==> src/rtl/cmsdk_apb_wdog_rstctrl.sv <==
// Watchdog reset-request controller: stretched SYSRESETREQ with hold-off, NMI, cause flags, event count.
// Optional LOCKUP source enabled by defining ARM_CMSDK_RSTCTRL_LOCKUP_EN.
module cmsdk_apb_wdog_rstctrl #(
    parameter int PULSE_DEFAULT = 16,
    parameter int HOLDOFF       = 32,
    parameter int COUNT_W       = 8
) (
    input  logic        PCLK,
    input  logic        PRESET,
    input  logic        PSEL,
    input  logic        PENABLE,
    input  logic        PWRITE,
    input  logic [11:2] PADDR,
    input  logic [31:0] PWDATA,
    output logic [31:0] PRDATA,
    input  logic        WDOGINT,
    input  logic        WDOGRES,
    input  logic        LOCKUP,
    output logic        SYSRESETREQ,
    output logic        WDOGNMI
);

`ifdef ARM_CMSDK_RSTCTRL_LOCKUP_EN
    localparam logic LK_EN = 1'b1;
`else
    localparam logic LK_EN = 1'b0;
`endif

    localparam logic [1:0]  S_IDLE   = 2'd0;
    localparam logic [1:0]  S_ASSERT = 2'd1;
    localparam logic [1:0]  S_HOLD   = 2'd2;
    localparam logic [15:0] HOLD_LD  = 16'(HOLDOFF - 1);
    localparam logic [31:0] SW_KEY   = 32'h05FA_0001;

    logic               wr;
    logic               rd;
    logic               a_ctrl;
    logic               a_pulse;
    logic               a_cause;
    logic               a_count;
    logic               a_swrst;
    logic [2:0]         ctrl_q;
    logic [7:0]         pulse_q;
    logic [7:0]         pulse_eff;
    logic [2:0]         cause_q;
    logic [2:0]         cause_set;
    logic [2:0]         cause_clr;
    logic [COUNT_W-1:0] count_q;
    logic [COUNT_W-1:0] count_nxt;
    logic [1:0]         state_q;
    logic [1:0]         state_nxt;
    logic [15:0]        cnt_q;
    logic [15:0]        cnt_nxt;
    logic               wdogres_q;
    logic               lockup_q;
    logic               lockup_lvl;
    logic               wdog_rise;
    logic               lock_rise;
    logic               sw_req;
    logic               trig;
    logic               inc;
    logic [31:0]        rdata;

    assign wr      = PSEL & PWRITE & ~PENABLE;
    assign rd      = PSEL & ~PWRITE & ~PENABLE;
    assign a_ctrl  = (PADDR == 10'h000);
    assign a_pulse = (PADDR == 10'h001);
    assign a_cause = (PADDR == 10'h002);
    assign a_count = (PADDR == 10'h003);
    assign a_swrst = (PADDR == 10'h004);

    // Without the feature the lockup level is forced low so it never blocks hold-off exit.
    assign lockup_lvl = LOCKUP & LK_EN;
    assign wdog_rise  = WDOGRES & ~wdogres_q & ctrl_q[0];
    assign lock_rise  = lockup_lvl & ~lockup_q & ctrl_q[2];
    assign sw_req     = wr & a_swrst & (PWDATA == SW_KEY);
    assign trig       = wdog_rise | lock_rise | sw_req;

    assign pulse_eff = (pulse_q == 8'd0) ? 8'd1 : pulse_q;
    assign cause_set = {sw_req, lock_rise, wdog_rise};
    assign cause_clr = (wr & a_cause) ? PWDATA[2:0] : 3'b000;
    assign inc       = (state_q == S_IDLE) & trig;

    always_comb begin
        count_nxt = count_q;
        if (wr & a_count)
            count_nxt = inc ? COUNT_W'(1) : '0;
        else if (inc & ~(&count_q))
            count_nxt = count_q + COUNT_W'(1);
    end

    always_comb begin
        state_nxt = state_q;
        cnt_nxt   = cnt_q;
        unique case (state_q)
            S_IDLE: begin
                if (trig) begin
                    state_nxt = S_ASSERT;
                    cnt_nxt   = {8'd0, pulse_eff} - 16'd1;
                end
            end
            S_ASSERT: begin
                if (cnt_q == 16'd0) begin
                    state_nxt = S_HOLD;
                    cnt_nxt   = HOLD_LD;
                end else begin
                    cnt_nxt = cnt_q - 16'd1;
                end
            end
            S_HOLD: begin
                if (cnt_q != 16'd0)
                    cnt_nxt = cnt_q - 16'd1;
                else if (!WDOGRES && !lockup_lvl)
                    state_nxt = S_IDLE;
            end
            default: begin
                state_nxt = S_IDLE;
                cnt_nxt   = 16'd0;
            end
        endcase
    end

    always_comb begin
        rdata = 32'd0;
        if (a_ctrl)
            rdata[2:0] = ctrl_q;
        else if (a_pulse)
            rdata[7:0] = pulse_q;
        else if (a_cause)
            rdata[2:0] = cause_q;
        else if (a_count)
            rdata[COUNT_W-1:0] = count_q;
    end

    always_ff @(posedge PCLK) begin
        if (PRESET) begin
            ctrl_q      <= 3'b001;
            pulse_q     <= 8'(PULSE_DEFAULT);
            cause_q     <= 3'b000;
            count_q     <= '0;
            state_q     <= S_IDLE;
            cnt_q       <= 16'd0;
            wdogres_q   <= 1'b0;
            lockup_q    <= 1'b0;
            PRDATA      <= 32'd0;
            SYSRESETREQ <= 1'b0;
            WDOGNMI     <= 1'b0;
        end else begin
            if (wr & a_ctrl)
                ctrl_q <= PWDATA[2:0] & {LK_EN, 2'b11};
            if (wr & a_pulse)
                pulse_q <= PWDATA[7:0];
            // Set beats a simultaneous W1C clear.
            cause_q     <= ((cause_q & ~cause_clr) | cause_set) & {1'b1, LK_EN, 1'b1};
            count_q     <= count_nxt;
            state_q     <= state_nxt;
            cnt_q       <= cnt_nxt;
            wdogres_q   <= WDOGRES;
            lockup_q    <= lockup_lvl;
            PRDATA      <= rd ? rdata : 32'd0;
            SYSRESETREQ <= (state_nxt == S_ASSERT);
            WDOGNMI     <= WDOGINT & ctrl_q[1];
        end
    end

endmodule

==> config.mk <==
export PLATFORM = sky130hd
export DESIGN_NAME = cmsdk_apb_wdog_rstctrl
export DESIGN_NICKNAME = d
export VERILOG_FILES = /design/src/rtl/cmsdk_apb_wdog_rstctrl.sv
export SDC_FILE = /design/constraint.sdc
export NUM_CORES = 1
export LEC_CHECK = 0
export ABC_AREA = 1
export BUFFER_PORTS_ARGS = -buffer_cell sky130_fd_sc_hd__buf_4
export CAP_MARGIN = 20
export CORE_ASPECT_RATIO = 0.75
export CORE_UTILIZATION = 53
export DETAILED_ROUTE_END_ITERATION = 8
export GPL_TIMING_DRIVEN = 0
export PLACE_DENSITY_LB_ADDON = 0.25
export SLEW_MARGIN = 10
export SYNTH_ARGS = -nofsm -noshare
export SYNTH_HDL_FRONTEND = slang
export SYNTH_SLANG_ARGS = --single-unit
export TNS_END_PERCENT = 100
==> constraint.sdc <==
create_clock -name PCLK -period 1.9 [get_ports PCLK]
set_input_delay 0.095 -clock PCLK [delete_from_list [all_inputs] [get_ports PCLK]]
set_output_delay 0.095 -clock PCLK [all_outputs]
set_load 0.05 [all_outputs]
==> results.yml, run 1 <==
status:
  status: "finished clean"
logic_synthesis:
  syn_avg_cell_area_sq_um: 6.39
  netlist_instances: 505
  ys.flop_type: "dfxtp_1"
  synth_warnings: 0
  synth_edf_count: 0
  seq_area_frac_synth_pct: 30.4
  ys_ff_latch: 49
  async_flop_share_pct: 0
  yosysUniqueCellTypes: 46
  synthesis.area_sq_mm: 0.00323
clock_tree:
  htree_levels: 2
  clockRootBuffer: "clkbuf_8"
  clock-sinks: 49
  clk_latency_ns: 0.31
  numCtsBuffers: 5
  ctsHoldBuffers: 0
  clock_path_buffers: 2
  path_clk_slew_ns: 0.09
  cts_tree: "done"
setup_path:
  endpoint_kind: "flop"
  r2r-end: "cnt_q[1]$_SDFFE_PP0P_"
  setup.worst_path.start: "pulse_q[4]$_SDFFE_PP1P_"
  r2r_slack_ns: 0.08
  worstPathMaxFanout: 5
  path_class: "reg -> reg"
  cp-endpoint: "cnt_q[1]$_SDFFE_PP0P_"
  critPathLaunchType: "flop"
  required_ns: 2.15
  worstPathArrival_ns: 2.06
  rr_worst_depth: 9
  reg2reg_from: "pulse_q[4]$_SDFFE_PP1P_"
routing:
  dr_total_vias: 3369
  avgViaCountPerCell: 4.98
  ant_nets: 0
  dr.pass1.iters: 5
  drt_iter0_drc: 249
  routed_wl_microns: 8060
  wl_per_cell_microns: 11.9
  drc: 0
floorplanning:
  rows: 24
  ios: 84
  die_y_microns: 69.6
  die_x_microns: 92.1
  die-area_sq_mm: 0.00641
  core-area_sq_mm: 0.00586
  start_util_pct: 55.1
job:
  cap_viol_max_count: 0
sta:
  hold_viol: 0
  drv_slew: 0
  finalSetupViolCount: 0
  worst_hold_slack_ns: 0.00902
  fin_crit_sh_pct: 95.5
  tightest_slew_ns: 0.701
  skew_ns: 0.00686
  relSlewSlack_pct: 53.3
  period_minus_slack_ns: 1.82
  fmax_mhz: 551
place:
  io_buffer_count: 57
  gp_congestion: 0.890
  place_hpwl_microns: 6210
global_routing:
  antenna_found_initial: 0
  track_usage_pct: 25.9
  grt_pass1_vias: 3003
  grt_max_degree: 16
  grt_overflow: 0
  grt_pass1_wl_microns: 13400
final_layout:
  nNetsFinal: 650
  drive_above_1_share_pct: 26.1
  fin_util_pct: 69.9
  fill_cells: 522
  syn_to_final_growth_pct: 26.7
  diodes: 0
power_and_ir_drop:
  ir_drop_v: 0.000374
  cellPowerDensity_mw_per_mm2: 771
  p_leak_nw: 2.01
worst_hold_path:
  holdCritPathClass: "in -> reg"
## where the power goes
part           switching (mW)  internal, mW
registers              0.0574          1.08
clock network           0.370         0.428
logic                   0.749         0.465
## routing by layer
| metal | part of all wire, % | track usage, % |
|---|---|---|
| met1 | 46 | 36.3 |
| met2 | 45 | 39.6 |
| met3 | 8.2 | 6.58 |
| met4 | 1.1 | 6.60 |
| met5 | 0 | 0 |
## flip-flops by register name, summed over array words and instances, names as in the netlist
name / cells
wdogres_q: 1
cnt_q: 16
ctrl_q: 2
state_q: 2
count_q: 8
pulse_q: 8
WDOGNMI: 1
cause_q: 2
SYSRESETREQ: 1
PRDATA: 8
## final cells by class
class | count | area (sq um) | share of cell area [%]
sequential | 49 | 987 | 24.1
multi-input combinational | 371 | 1900 | 46.4
clock buffer | 6 | 82.6 | 2.02
tap | 78 | 97.6 | 2.39
buffer | 32 | 234 | 5.72
timing repair buffer | 62 | 465 | 11.4
clock inverter | 2 | 37.5 | 0.917
inverter | 76 | 288 | 7.03
## per-stage QoR
step / setup TNS [ns] / cells / power, mW / cell area, sq um / worst slack [ns]
detailed placement: -0.812 / 663 / 2.27 / 3840 / -0.102
finish: 0 / 676 / 3.16 / 4090 / 0.0846
global route: -0.0602 / 676 / 3.35 / 4090 / -0.0263
CTS: 0 / 671 / 3.06 / 3970 / 0.00729
floorplan: 0 / 528 / 2.01 / 3310 / 0.270
global placement: -0.719 / 663 / 2.24 / 3840 / -0.101
## how the worst min path moves through the flow
stage,from,to,cells past startpoint
2_1_floorplan,WDOGINT,WDOGNMI$_SDFF_PP0_,2
3_3_place_gp,WDOGINT,WDOGNMI$_SDFF_PP0_,3
3_5_place_dp,WDOGINT,WDOGNMI$_SDFF_PP0_,3
4_1_cts,WDOGINT,WDOGNMI$_SDFF_PP0_,3
5_1_grt,WDOGINT,WDOGNMI$_SDFF_PP0_,3
6_report,WDOGINT,WDOGNMI$_SDFF_PP0_,3
## what timing repair did
action / CTS / global route
buffers inserted: 0 / 5
setup endpoints to repair: 14 / 16
endpoints found under the hold margin: 0 / 0
cloned: 0 / 0
pin swaps: 0 / 3
gates resized for setup: 3 / 27
## critical path: stages, from the launching register on
cell and delay, ns:
dfxtp_4 0.38, inv_1 0.12, nand2_1 0.12, nor2_4 0.16, a31oi_2 0.13, ha_2 0.27
or2_2 0.30, o211ai_1 0.09, nand2_1 0.08, a21oi_1 0.11
## cell usage in the layout, fill, tap and decap left out, drive strengths merged, types with 2 or more instances in the layout
master	instances
o31ai	3
nand2	146
dfxtp	49
o21ai	17
o211ai	3
xor2	7
buf	90
xnor2	2
nor2	62
ha	3
or2	4
clkbuf	10
nor3	8
nor4	2
conb	24
inv	75
nand4	11
a21oi	38
nand3	31
## synthesized netlist by cell type (2+ instances only)
master	n	area, sq um
a21oi_1	27	135
o211ai_1	3	22.5
nor2_1	57	214
o21ai_1	2	10.0
nand3_2	3	30.0
nand2_2	8	50.1
xor2_1	7	61.3
buf_4	24	180
nand3_1	28	140
inv_1	71	267
nor4_1	2	12.5
nand2_1	137	514
o31ai_1	3	22.5
nor2_2	2	12.5
nor3_1	8	40.0
dfxtp_1	49	981
nand4_1	10	62.6
xnor2_1	2	17.5
inv_2	3	11.3
or2_2	2	12.5
a21oi_2	11	96.3
nor2_4	3	33.8
ha_1	3	37.5
clkbuf_1	4	15.0
o21ai_0	15	75.1
## logic make-up (layout without fill, tap and decap cells)
family	Yosys count	in the layout	share of synthesized area, %
buffers and inverters	108	178	16.0
AND/OR/NAND/NOR	268	268	37.2
other	1	24	0.116
AO/OA/AOI/OAI	67	67	12.6
XOR/XNOR	9	9	2.44
flip-flops	49	49	30.4
adder cells (fa/ha/maj)	3	3	1.16
(Power assumes the default switching activity.)
==> inputs of run 2 (changes only) <==
ABC_AREA = default   (was 1)
CORE_UTILIZATION = 52   (was 53)
==> run 2 against run 1 <==
  * The run now ends with negative setup slack left
  * Worst hold slack better by 0.0043 ns
  * Clock skew grew 0.0022 ns
  * Combinational power is 12% higher
  * Sequential power hardly changed
  * Setup slack worse by 0.20 ns
  * Sequential cell count unchanged
  * Maximum frequency fell by 10%
  * Clock-buffer cell count shrank 1
  * Clock power decreased by 17%
==> results.yml, run 2 <==
routing:
  ant_nets: 0
  drc: 0
  wl_per_cell_microns: 16.5
  dr.pass1.iters: 6
  dr_total_vias: 3305
  routed_wl_microns: 9170
  drt_iter0_drc: 513
  avgViaCountPerCell: 5.97
final_layout:
  nNetsFinal: 531
  regArea_sq_mm: 0.00100
  fin_util_pct: 75.8
  most-common-layout-cells: "101 x buf_4, 41 x dfxtp_1, 38 x nor2_1"
  final_area_sq_mm: 0.00410
  diodes: 0
  largest_reg_flops: 16
  top_register: "cnt_q"
  instances_no_fill: 554
  fill_cells: 382
  drive_above_1_share_pct: 35.9
  layout_commonest_cell: "buf_4"
  syn_to_final_growth_pct: 38.4
  multi_input_area_sq_mm: 0.00196
clock_tree:
  numCtsBuffers: 5
  clock_path_buffers: 2
  clk_latency_ns: 0.32
  htree_levels: 2
  clock-sinks: 49
  clockRootBuffer: "clkbuf_8"
  path_clk_slew_ns: 0.10
  cts_tree: "done"
  ctsHoldBuffers: 0
place:
  place_ws_ns: -0.334
  place_hpwl_microns: 5910
  placedCellCount: 522
  gp_congestion: 0.923
  io_buffer_count: 57
  place_area_sq_mm: 0.00359
logic_synthesis:
  synth_area_leader_cell: "dfxtp_1"
  ys_ff_latch: 49
  synth.top_cell.area_share_pct: 33.1
  syn_avg_cell_area_sq_um: 8.08
  yosysUniqueCellTypes: 61
  synthesis.area_sq_mm: 0.00296
  synth_warnings: 0
  synth_common_cells: "49 x dfxtp_1, 39 x nor2_1, 35 x a21oi_1"
  async_flop_share_pct: 0
  seq_area_frac_synth_pct: 33.1
  synthMostInstantiatedCell: "dfxtp_1"
  synth_area_leaders: "dfxtp_1 33%, buf_4 6.3%, a21oi_1 5.9%"
  synth_edf_count: 0
  ys.flop_type: "dfxtp_1"
  netlist_instances: 367
sta:
  rsz0062_at_grt: "yes"
  drv_slew: 0
  period_minus_slack_ns: 2.02
  skew_ns: 0.00906
  hold_viol: 0
  worst_slack_ns: -0.117
  relSlewSlack_pct: 54.8
  finalSetupViolCount: 14
  fin_crit_sh_pct: 106
  fmax_mhz: 496
  tightest_slew_ns: 0.678
global_routing:
  grt_pass1_wl_microns: 13400
  grt_overflow: 0
  antenna_found_initial: 0
  grt_max_degree: 18
  track_usage_pct: 29.9
  grt_pass1_vias: 2809
floorplanning:
  ios: 84
  die_y_microns: 67.4
  start_util_pct: 54.8
  core-area_sq_mm: 0.00541
  die-area_sq_mm: 0.00601
  die_x_microns: 89.2
  rows: 23
setup_path:
  endpoint_kind: "flop"
  path_class: "reg -> reg"
  worstPathMaxFanout: 3
  required_ns: 2.12
  worstPathArrival_ns: 2.23
  critPathLaunchType: "flop"
job:
  cap_viol_max_count: 0
power_and_ir_drop:
  cellPowerDensity_mw_per_mm2: 770
  p_leak_nw: 1.71
  ir_drop_v: 0.000582
status:
  status: "finished, violations left"
  violations: "negative setup slack"
worst_hold_path:
  holdCritPathClass: "in -> reg"
[run 2: cell count changes after synthesis, moves of 5 or more]
cell,delta
nand2_1,-109
inv_1,-59
nor2_1,-18
a21oi_2,-11
clkbuf_1,+9
mux2i_1,+9
a21oi_1,+8
nand2_2,-8
o21ai_0,-7
nand3_1,-6
nor2b_1,+6
nor4_1,+5
or3_1,+5
[run 2: cell families (layout without fill, tap and decap cells)]
logic type | Yosys count | count (layout) | synth area share [%]
AOI/OAI and AO/OA | 83 | 84 | 17.5
buffers and inverters | 55 | 143 | 10.7
and+or+nand+nor | 157 | 157 | 30.8
other | 1 | 24 | 0.127
adders and majority gates | 3 | 3 | 1.27
xor gates and xnor gates | 8 | 8 | 2.36
DFF | 49 | 49 | 33.1
muxes | 11 | 11 | 4.18
[run 2: final cells by class]
| cell class | count | share of cell area (%) |
|---|---|---|
| multi-input combinational | 287 | 47.8 |
| sequential | 49 | 24.4 |
| timing repair buffer | 82 | 15.3 |
| buffer | 40 | 6.71 |
| tap | 75 | 2.29 |
| clock buffer | 5 | 1.68 |
| inverter | 13 | 1.19 |
| clock inverter | 3 | 0.610 |
[run 2: power by group]
group          switching, mW  internal, mW  total, mW
combinational          0.754         0.591       1.35
clock                  0.394         0.269      0.663
sequential            0.0738          1.07       1.15
total                   1.22          1.93       3.16
[run 2: what timing repair did]
item / 4_1_cts / 5_1_grt
gates cloned: 2 / 1
setup endpoints to repair: 16 / 20
pin swaps: 11 / 11
buffers inserted: 15 / 8
gates resized for setup: 24 / 33
[run 2: worst paths after layout]
path	start	endpoint	slack, ns	cells past startpoint
worst max-delay path	pulse_q[4]$_SDFFE_PP1P_	cnt_q[4]$_SDFFE_PP0P_	-0.12	10
worst min-delay path	WDOGINT	WDOGNMI$_SDFF_PP0_	0.01	2
worst max register to register	pulse_q[4]$_SDFFE_PP1P_	cnt_q[4]$_SDFFE_PP0P_	-0.12	10
worst min register to register	cause_q[0]$_SDFF_PP0_	cause_q[0]$_SDFF_PP0_	0.51	2
[run 2: metal layers]
| metal | share of wire, % | global-route usage, % | vias up |
|---|---|---|---|
| li1 | - | - | 1515 |
| met1 | 41 | 40.5 | 1524 |
| met2 | 45 | 44.7 | 225 |
| met3 | 12 | 7.70 | 41 |
| met4 | 2.6 | 13.9 | 0 |
| met5 | 0 | 0 | - |
[run 2: through the flow]
step / total power [mW] / hold WS, ns / TNS (ns)
after global placement: 2.09 / 0.340 / -4.42
after CTS: 2.91 / 0.00924 / -0.0194
after global routing: 3.27 / 0.0327 / -2.15
final: 3.16 / 0.0134 / -0.663
after floorplan: 1.87 / 0.220 / -0.0212
after detailed placement: 2.11 / 0.342 / -5.07
[run 2: worst max-delay path: stages, from the launching register on]
cell and delay (ns):
dfxtp_4 0.37, nor4_4 0.29, nor2b_4 0.21, a21oi_2 0.07, ha_2 0.21, nand2b_1 0.12
nor2_1 0.06, xor2_1 0.14, a22oi_1 0.16, nor3_1 0.08, a31o_1 0.21
